==> src/rtl/dmem_arbiter.sv <==
// Two-requester arbiter for the single-port dmem: CPU has priority, and a DMA request is forced through after STARVE_LIMIT waiting cycles.
// Grants are combinational; read data returns one cycle after the grant and is steered to the side that issued the read.
module dmem_arbiter #(
  parameter int ADDR_W       = 12,
  parameter int DATA_W       = 32,
  parameter int STARVE_LIMIT = 3
) (
  input  logic              clock,
  input  logic              reset,

  input  logic              cpu_req,
  input  logic              cpu_we,
  input  logic [ADDR_W-1:0] cpu_addr,
  input  logic [DATA_W-1:0] cpu_wdata,
  output logic              cpu_stall,
  output logic              cpu_rvalid,
  output logic [DATA_W-1:0] cpu_rdata,

  input  logic              dma_req,
  input  logic              dma_we,
  input  logic [ADDR_W-1:0] dma_addr,
  input  logic [DATA_W-1:0] dma_wdata,
  output logic              dma_gnt,
  output logic              dma_rvalid,
  output logic [DATA_W-1:0] dma_rdata,

  output logic [ADDR_W-1:0] mem_addr,
  output logic [DATA_W-1:0] mem_wdata,
  output logic              mem_wren,
  input  logic [DATA_W-1:0] mem_q
);

  typedef enum logic [1:0] {
    RD_NONE = 2'd0,
    RD_CPU  = 2'd1,
    RD_DMA  = 2'd2
  } rd_owner_e;

  localparam int WAIT_W = (STARVE_LIMIT < 1) ? 1 : $clog2(STARVE_LIMIT + 1);
  localparam logic [WAIT_W-1:0] WAIT_MAX = WAIT_W'(STARVE_LIMIT);

  rd_owner_e         rd_owner_q, rd_owner_d;
  logic [WAIT_W-1:0] dma_wait_q, dma_wait_d;
  logic [DATA_W-1:0] cpu_rdata_q, cpu_rdata_d;
  logic [DATA_W-1:0] dma_rdata_q, dma_rdata_d;

  logic force_dma;
  logic dma_gnt_w;
  logic cpu_gnt_w;

  // The reset input gates the grants directly, so nothing reaches dmem while reset is held.
  always_comb begin
    force_dma = dma_req & (dma_wait_q == WAIT_MAX);
    dma_gnt_w = reset & dma_req & (~cpu_req | force_dma);
    cpu_gnt_w = reset & cpu_req & ~dma_gnt_w;
  end

  assign dma_gnt   = dma_gnt_w;
  assign cpu_stall = cpu_req & ~cpu_gnt_w;

  always_comb begin
    mem_addr  = '0;
    mem_wdata = '0;
    mem_wren  = 1'b0;
    if (cpu_gnt_w) begin
      mem_addr  = cpu_addr;
      mem_wdata = cpu_wdata;
      mem_wren  = cpu_we;
    end else if (dma_gnt_w) begin
      mem_addr  = dma_addr;
      mem_wdata = dma_wdata;
      mem_wren  = dma_we;
    end
  end

  always_comb begin
    dma_wait_d = dma_wait_q;
    if (~dma_req || dma_gnt_w) begin
      dma_wait_d = '0;
    end else if (dma_wait_q != WAIT_MAX) begin
      dma_wait_d = dma_wait_q + 1'b1;
    end
  end

  // Read-return owner: each cycle depends only on that cycle's grant.
  always_comb begin
    rd_owner_d  = RD_NONE;
    cpu_rvalid  = 1'b0;
    dma_rvalid  = 1'b0;
    cpu_rdata   = cpu_rdata_q;
    dma_rdata   = dma_rdata_q;

    if (cpu_gnt_w && !cpu_we) begin
      rd_owner_d = RD_CPU;
    end else if (dma_gnt_w && !dma_we) begin
      rd_owner_d = RD_DMA;
    end

    case (rd_owner_q)
      RD_CPU: begin
        cpu_rvalid = 1'b1;
        cpu_rdata  = mem_q;
      end
      RD_DMA: begin
        dma_rvalid = 1'b1;
        dma_rdata  = mem_q;
      end
      default: ;
    endcase

    cpu_rdata_d = cpu_rdata;
    dma_rdata_d = dma_rdata;
  end

  always_ff @(posedge clock or negedge reset) begin
    if (!reset) begin
      rd_owner_q  <= RD_NONE;
      dma_wait_q  <= '0;
      cpu_rdata_q <= '0;
      dma_rdata_q <= '0;
    end else begin
      rd_owner_q  <= rd_owner_d;
      dma_wait_q  <= dma_wait_d;
      cpu_rdata_q <= cpu_rdata_d;
      dma_rdata_q <= dma_rdata_d;
    end
  end

endmodule
==> config.mk <==
export PLATFORM = sky130hd
export DESIGN_NAME = dmem_arbiter
export DESIGN_NICKNAME = d
export VERILOG_FILES = /design/src/rtl/dmem_arbiter.sv
export SDC_FILE = /design/constraint.sdc
export NUM_CORES = 1
export LEC_CHECK = 0
export CORE_ASPECT_RATIO = 1.4
export CORE_UTILIZATION = 37
export CTS_CLUSTER_DIAMETER = 60
export CTS_CLUSTER_SIZE = 8
export DETAILED_ROUTE_END_ITERATION = 7
export GPL_TIMING_DRIVEN = 0
export PLACE_DENSITY_LB_ADDON = 0.1
export SYNTH_ARGS = -nofsm -noshare
export SYNTH_HDL_FRONTEND = slang
export SYNTH_SLANG_ARGS = --single-unit
==> constraint.sdc <==
create_clock -name clock -period 1.93 [get_ports clock]
set_input_delay 0.2895 -clock clock [delete_from_list [all_inputs] [get_ports clock]]
set_output_delay 0.2895 -clock clock [all_outputs]
set_load 0.01 [all_outputs]
==> results.toml, run 1 <==
[timing]
drv_slew = 0
rsz0062_at_grt = "true"
hold_slack_ps = 476
setup_violations = 73
fin_ws_ps = -118
period_share_pct = 106
slew_headroom_pct = 71.4
tightest_slew_ps = 429
skew_ps = 2.77
finalHoldViolCount = 0
timing.fmax_mhz = 488
finalCriticalPeriod_ps = 2050

[floorplan]
row_count = 43
start_util_pct = 38.3
ios = 239
die_h_um = 122
fp.coreArea_um2 = 10000
die_area_um2 = 10800
die_w_um = 88.0

[grt]
grt_antenna_before_repair = 0
grt_start_max_net_pins = 72
first_global_vias = 3820
grt_pass1_wl_um = 18900
grt_util_all_layers_pct = 22.9
overflow = 0

[cts]
clkSlewWorstSetupHoldPaths_ps = 50
clkLatencyLatePin_ps = 330
cts_max_level = 3
cts_buffers = 9
cts_root_buf = "clkbuf_16"
clk_path_buf_depth = 2
cts_tree = "yes"
clkSinkCount = 68

[drt]
routed_wirelength_um = 13400
vias = 3677
avgRoutedWirePerCell_um = 18.1
drc = 0
postRouteAntennaNets = 0
dr.first_iter.drc_count = 99
post_drt_via_cell_ratio = 4.95
drt-pass1-iter-count = 4

[yosys]
syn-num-nets = 447
async_flop_share_pct = 100
ys_seq_area_share_pct = 44.4
synthFlopType = "dfrtp_1"
synthCells = 320
synth_area_um2 = 3830
ys_types = 24
ys_seq_elements = 68
syn_area_per_cell_um2 = 12.0
yosysWarnings = 0
synth_enable_flop_cells = 0

[min_path]
min_path_type = "flip-flop to flip-flop"

[status]
violations = "negative setup slack"
outcome = "complete, but fails checks"

[place]
portBuffers = 238
dp_hpwl_um = 9250
place_congestion = 0.773

[final_layout]
drive_above_1_share_pct = 47.9
fill_cells = 711
syn2layout_area_growth_pct = 91.4
nNetsFinal = 731
n_antenna_cell = 0

[power]
power_mw = 5.65
ir_worst_vdd_mv = 0.367
p_per_area_nw_per_um2 = 771
p_leak_nw = 3.30

[worst_setup_path]
worst-path-max-fanout = 5
required_ps = 1640
critPathLaunchType = "flip-flop"
worst_setup_path_end_kind = "primary output"
crit_type = "flip-flop to primary output"
critPathArrivalTime_ps = 1760

[flow_run]
max_cap_violations = 0
-- state kept, by name, summed over array words and instances, names as in the netlist --
register     flops
dma_wait_q       2
rd_owner_q       2
cpu_rdata_q     32
dma_rdata_q     32
-- cell families (layout without fill, tap and decap cells) --
group / count (synthesis) / count (layout) / synth area share (%)
AO/OA/AOI/OAI: 49 / 49 / 18.6
buffers and inverters: 36 / 324 / 6.73
flip-flops: 68 / 68 / 44.4
adder cells (fa/ha/maj): 1 / 1 / 0.327
multiplexers: 65 / 65 / 19.1
XOR/XNOR: 1 / 1 / 0.229
AND/OR/NAND/NOR: 100 / 100 / 10.6
-- critical path: stages, from the launching register on --
cell and delay (ps):
dfrtp_1 410, ha_4 200, a21bo_4 250, clkbuf_16 170, buf_16 130, o32ai_2 90, buf_2 180
-- worst paths after layout --
kind | startpoint | to | slack, ps | cells past startpoint
min reg2reg | cpu_rdata_q[9] | cpu_rdata_q[9] | 480 | 1
max in group asynchronous | reset | cpu_rdata_q[23] | 1230 | 3
min | cpu_rdata_q[9] | cpu_rdata_q[9] | 480 | 1
min in group asynchronous | reset | dma_wait_q[0] | 520 | 3
max | dma_wait_q[0] | mem_wdata[5] | -120 | 6
max reg2reg | rd_owner_q[0] | cpu_rdata_q[0] | 470 | 6
-- cell type report --
class                   instances  area (µm²)  share of cell area (%)
inverters                       3        11.3                   0.154
repair buffers                276        2580                    35.2
flip-flops and latches         68        1700                    23.2
clock inverters                 2        10.0                   0.137
well taps                     135         169                    2.31
plain buffers                  30         340                    4.64
multi-input cells             216        2250                    30.8
clock buffers                  13         260                    3.55
-- cell usage after synthesis (2+ instances only) --
cell type / instances / area (µm²)
nand2_1: 91 / 342
dfrtp_1: 68 / 1700
mux2_1: 64 / 721
o32ai_2: 38 / 618
buf_6: 12 / 135
buf_2: 8 / 40.0
clkbuf_1: 7 / 26.3
o32ai_1: 7 / 61.3
buf_4: 6 / 45.0
inv_2: 2 / 7.51
nand2b_1: 2 / 12.5
nor2b_1: 2 / 12.5
nor3_1: 2 / 10.0
-- layer usage --
| metal | vias to the layer above | track usage [%] | wire [µm] |
|---|---|---|---|
| li1 | 1720 | - | - |
| met1 | 1770 | 22.6 | 4610 |
| met2 | 167 | 44.0 | 7530 |
| met5 | - | 0 | 0 |
| met3 | 20 | 7.40 | 1050 |
| met4 | 0 | 7.68 | 244 |
-- what timing repair did --
| action | 4_1_cts | 5_1_grt |
|---|---|---|
| hold endpoints to repair | 68 | 68 |
| endpoints found under the setup margin | 113 | 93 |
| setup buffers | 12 | 11 |
| pin swaps | 5 | 8 |
| gates cloned | 5 | 8 |
| resized for setup | 525 | 102 |
-- stage by stage --
step                utilization, %  area (µm²)  setup TNS (ps)  setup slack, ps  cells
finish                        73.2        7330           -4480             -118    743
global placement              63.8        6380         -265090            -3110    693
global route                  73.2        7330           -8790             -167    743
floorplan                        -        3830               0              256    320
CTS                           67.0        6710           -4340             -185    725
detailed placement            63.7        6380          -43600            -1010    693
-- power by group --
part           leakage, nW  internal, mW  switching, mW
clock                0.135         0.927          0.546
sequential           0.805          1.76         0.0990
combinational         2.36          1.33          0.993
-- placed cells by master, fill, tap and decap left out, drive strengths merged --
cell             n
a21bo            1
a21boi           1
buf            157
clkbuf          33
clkdlybuf4s50  123
clkinv           2
dfrtp           68
dlygate4sd2      4
dlygate4sd3      2
ha               1
inv              3
mux2            64
mux2i            1
nand2           91
nand2b           2
nand4b           1
nor2b            3
nor3             2
nor4             1
o21ai            1
o2bb2ai          1
o32ai           45
xor2             1
No activity file was read; power rests on OpenSTA's default activity.
==> inputs of run 2 (changes only) <==
--- a/config.mk
+++ b/config.mk
@@ -5,8 +5,9 @@
 export SDC_FILE = /design/constraint.sdc
 export NUM_CORES = 1
 export LEC_CHECK = 0
+export ABC_AREA = 1
 export CORE_ASPECT_RATIO = 1.4
-export CORE_UTILIZATION = 37
+export CORE_UTILIZATION = 34
 export CTS_CLUSTER_DIAMETER = 60
 export CTS_CLUSTER_SIZE = 8
 export DETAILED_ROUTE_END_ITERATION = 7
==> run 2 against run 1 <==
Against the previous run:
- clock-buffer cell count up 1
- final cell count up 7.1%
- die area down 8.2%
- the flow finishes with violations (design-rule violations, negative hold slack, negative setup slack)
- critical path depth up 3
- highest routed layer unchanged
- critical path type unchanged
- synthesized area down 16%
==> results.toml, run 2 <==
[floorplan]
die_h_um = 117
fp.coreArea_um2 = 9130
row_count = 41
die_area_um2 = 9880
die_w_um = 84.3
start_util_pct = 35.3
ios = 239

[worst_setup_path]
ff2ff_setup_slack_ps = 650
critPathArrivalTime_ps = 1660
endpoint = "mem_wdata[15]"
crit_cells = 9
required_ps = 1640
path_buf_inv = 4
r2r-start = "dma_wait_q[0]"
max_stage_delay_ps = 410
cp_top_family = "buffers and inverters"
worst-path-max-fanout = 5
r2r_end = "dma_wait_q[0]"
crit_type = "flip-flop to primary output"
critPathLaunchType = "flip-flop"
crit_start = "dma_wait_q[0]"
worst_setup_path_end_kind = "primary output"
r2r_cells = 8
critPathSlowestCell = "dfrtp_1"
path_cells = "ha_4, inv_4, nand2_4, nand2_4, buf_6, buf_6, nand3_2, nand2_1, buf_2"

[drt]
vias = 3803
drc = 9
postRouteAntennaNets = 0
avgRoutedWirePerCell_um = 15.4
drt-pass1-iter-count = 6
routed_wirelength_um = 12300
dr.first_iter.drc_count = 92
post_drt_via_cell_ratio = 4.78

[final_layout]
n_antenna_cell = 0
design_area_um2 = 6410
reg_top3 = "cpu_rdata_q: 32 flops, dma_rdata_q: 32 flops"
mostFrequentLayoutCells = "nand2_1 (137), clkdlybuf4s50_1 (123), buf_2 (69)"
syn2layout_area_growth_pct = 99.0
drive_above_1_share_pct = 39.2
final_common_cell = "nand2_1"
nNetsFinal = 811
final_util_pct = 70.3
layout.cells.non_filler = 796

[timing]
hold_slack_ps = -149
fin_tns_setup_ps = -34.2
slew_headroom_pct = 74.7
finalCriticalPeriod_ps = 1950
drv_slew = 0
rsz0062_at_grt = "true"
fin_ws_ps = -17.2
skew_ps = 4.67
setup_violations = 5
period_share_pct = 101
tightest_slew_ps = 380
timing.fmax_mhz = 514
finalHoldViolCount = 68

[yosys]
synth_area_um2 = 3220
synthCells = 414
ys_seq_area_share_pct = 52.8
synth_top_area_share_pct = 52.8
synthFlopType = "dfrtp_1"
synth_most_common_cell = "nand2_1"
yosys.area.top_type = "dfrtp_1"
async_flop_share_pct = 100
synth_area_leaders = "dfrtp_1 (53%), nand2_1 (19%), o21ai_0 (7.9%)"
ys_seq_elements = 68
syn_area_per_cell_um2 = 7.79
syn-num-nets = 541
ys_types = 17
synth_enable_flop_cells = 0
yosysWarnings = 0
synth_common_cells = "nand2_1 (162), dfrtp_1 (68), o21ai_0 (51), nand3_1 (45), inv_1 (36)"

[power]
p_clk_share_pct = 30.2
power_mw = 5.10
ir_worst_vdd_mv = 0.508
pwr-share-comb_pct = 34.0
intPower_mw = 3.57
p_switching_mw = 1.53
p_leak_nw = 3.36
switching_share_pct = 30.0
share_seq_of_total_power_pct = 35.8
p_per_area_nw_per_um2 = 794

[grt]
globalRouteMet2Util_pct = 48.3
grt_antenna_before_repair = 0
grt_util_met1_pct = 24.2
grt_start_max_net_pins = 72
use_met3_pct = 5.47
grt-busiest-layer = "met2"
grt_util_all_layers_pct = 24.4
overflow = 0
grt_pass1_wl_um = 18600
first_global_vias = 3898

[place]
dp_hpwl_um = 9000
place_congestion = 0.766
portBuffers = 238
place_inst = 759
preCtsSetupSlack_ps = -926
placedInstanceArea_um2 = 5740

[cts]
cts_root_buf = "clkbuf_16"
clkSlewWorstSetupHoldPaths_ps = 50
clkLatencyLatePin_ps = 320
cts_tree = "yes"
cts_buffers = 9
cts_max_level = 3
clk_path_buf_depth = 2
clkSinkCount = 68

[status]
outcome = "complete, but fails checks"
violations = "design-rule violations, negative hold slack, negative setup slack"

[flow_run]
max_cap_violations = 0

[min_path]
min_path_type = "input port to async pin"
run 2: cell types whose count changed in the layout (fill, tap and decap cells not counted), moves of 10 or more:
cell,delta
buf_2,-10
nand3_1,+15
inv_1,+34
o21ai_1,+18
o32ai_4,-13
o32ai_2,-31
o21ai_2,+38
mux2_4,-42
nand2_2,+17
mux2_1,-13
nand3_2,+29
nand2_1,+46
run 2: what timing repair did:
action | 4_1_cts | 5_1_grt
gates cloned | 4 | 1
buffers inserted | 16 | 3
setup endpoints to repair | 113 | 102
pin swaps | 3 | 39
hold endpoints to repair | 68 | 68
gates resized for setup | 510 | 161
run 2: final cells by class:
type,count,area (µm²)
Buffer,26,287
Clock buffer,14,244
Clock inverter,2,35.0
Fill cell,762,2720
Inverter,38,148
Multi-Input combinational cell,281,1660
Sequential cell,68,1700
Tap cell,107,134
Timing Repair Buffer,260,2210
run 2: kinds of logic (layout without fill, tap and decap cells):
| family | Yosys count | count (layout) | share of synthesized area, % |
|---|---|---|---|
| AND/OR/NAND/NOR | 212 | 212 | 26.5 |
| AO/OA/AOI/OAI | 67 | 67 | 10.9 |
| adder cells (fa/ha/maj) | 1 | 1 | 0.388 |
| buffers and inverters | 65 | 340 | 9.16 |
| flip-flops | 68 | 68 | 52.8 |
| XOR/XNOR | 1 | 1 | 0.272 |
run 2: worst min path at each step:
stage                          end  slack (ps)  cells after the start
finish              dma_rdata_q[9]        -150                      1
global route        dma_rdata_q[9]        -130                      1
CTS                 dma_rdata_q[9]        -130                      1
detailed placement  dma_rdata_q[9]         460                      1
global placement    cpu_rdata_q[6]         480                      2
floorplan           cpu_rdata_q[0]          -6                      0
run 2: per-layer routing:
| metal | vias up | wire length [µm] |
|---|---|---|
| met5 | - | 0 |
| met1 | 1780 | 4180 |
| met2 | 152 | 6940 |
| met3 | 23 | 789 |
| li1 | 1848 | - |
| met4 | 0 | 380 |
run 2: power groups by stage:
stage | registers (mW) | logic (mW) | clock network [mW]
after floorplan | 1.82 | 0.642 | 0
after global placement | 1.83 | 1.76 | 0
after detailed placement | 1.84 | 1.78 | 0
after CTS | 1.82 | 1.66 | 1.58
after global routing | 1.85 | 1.88 | 1.64
final | 1.82 | 1.73 | 1.54
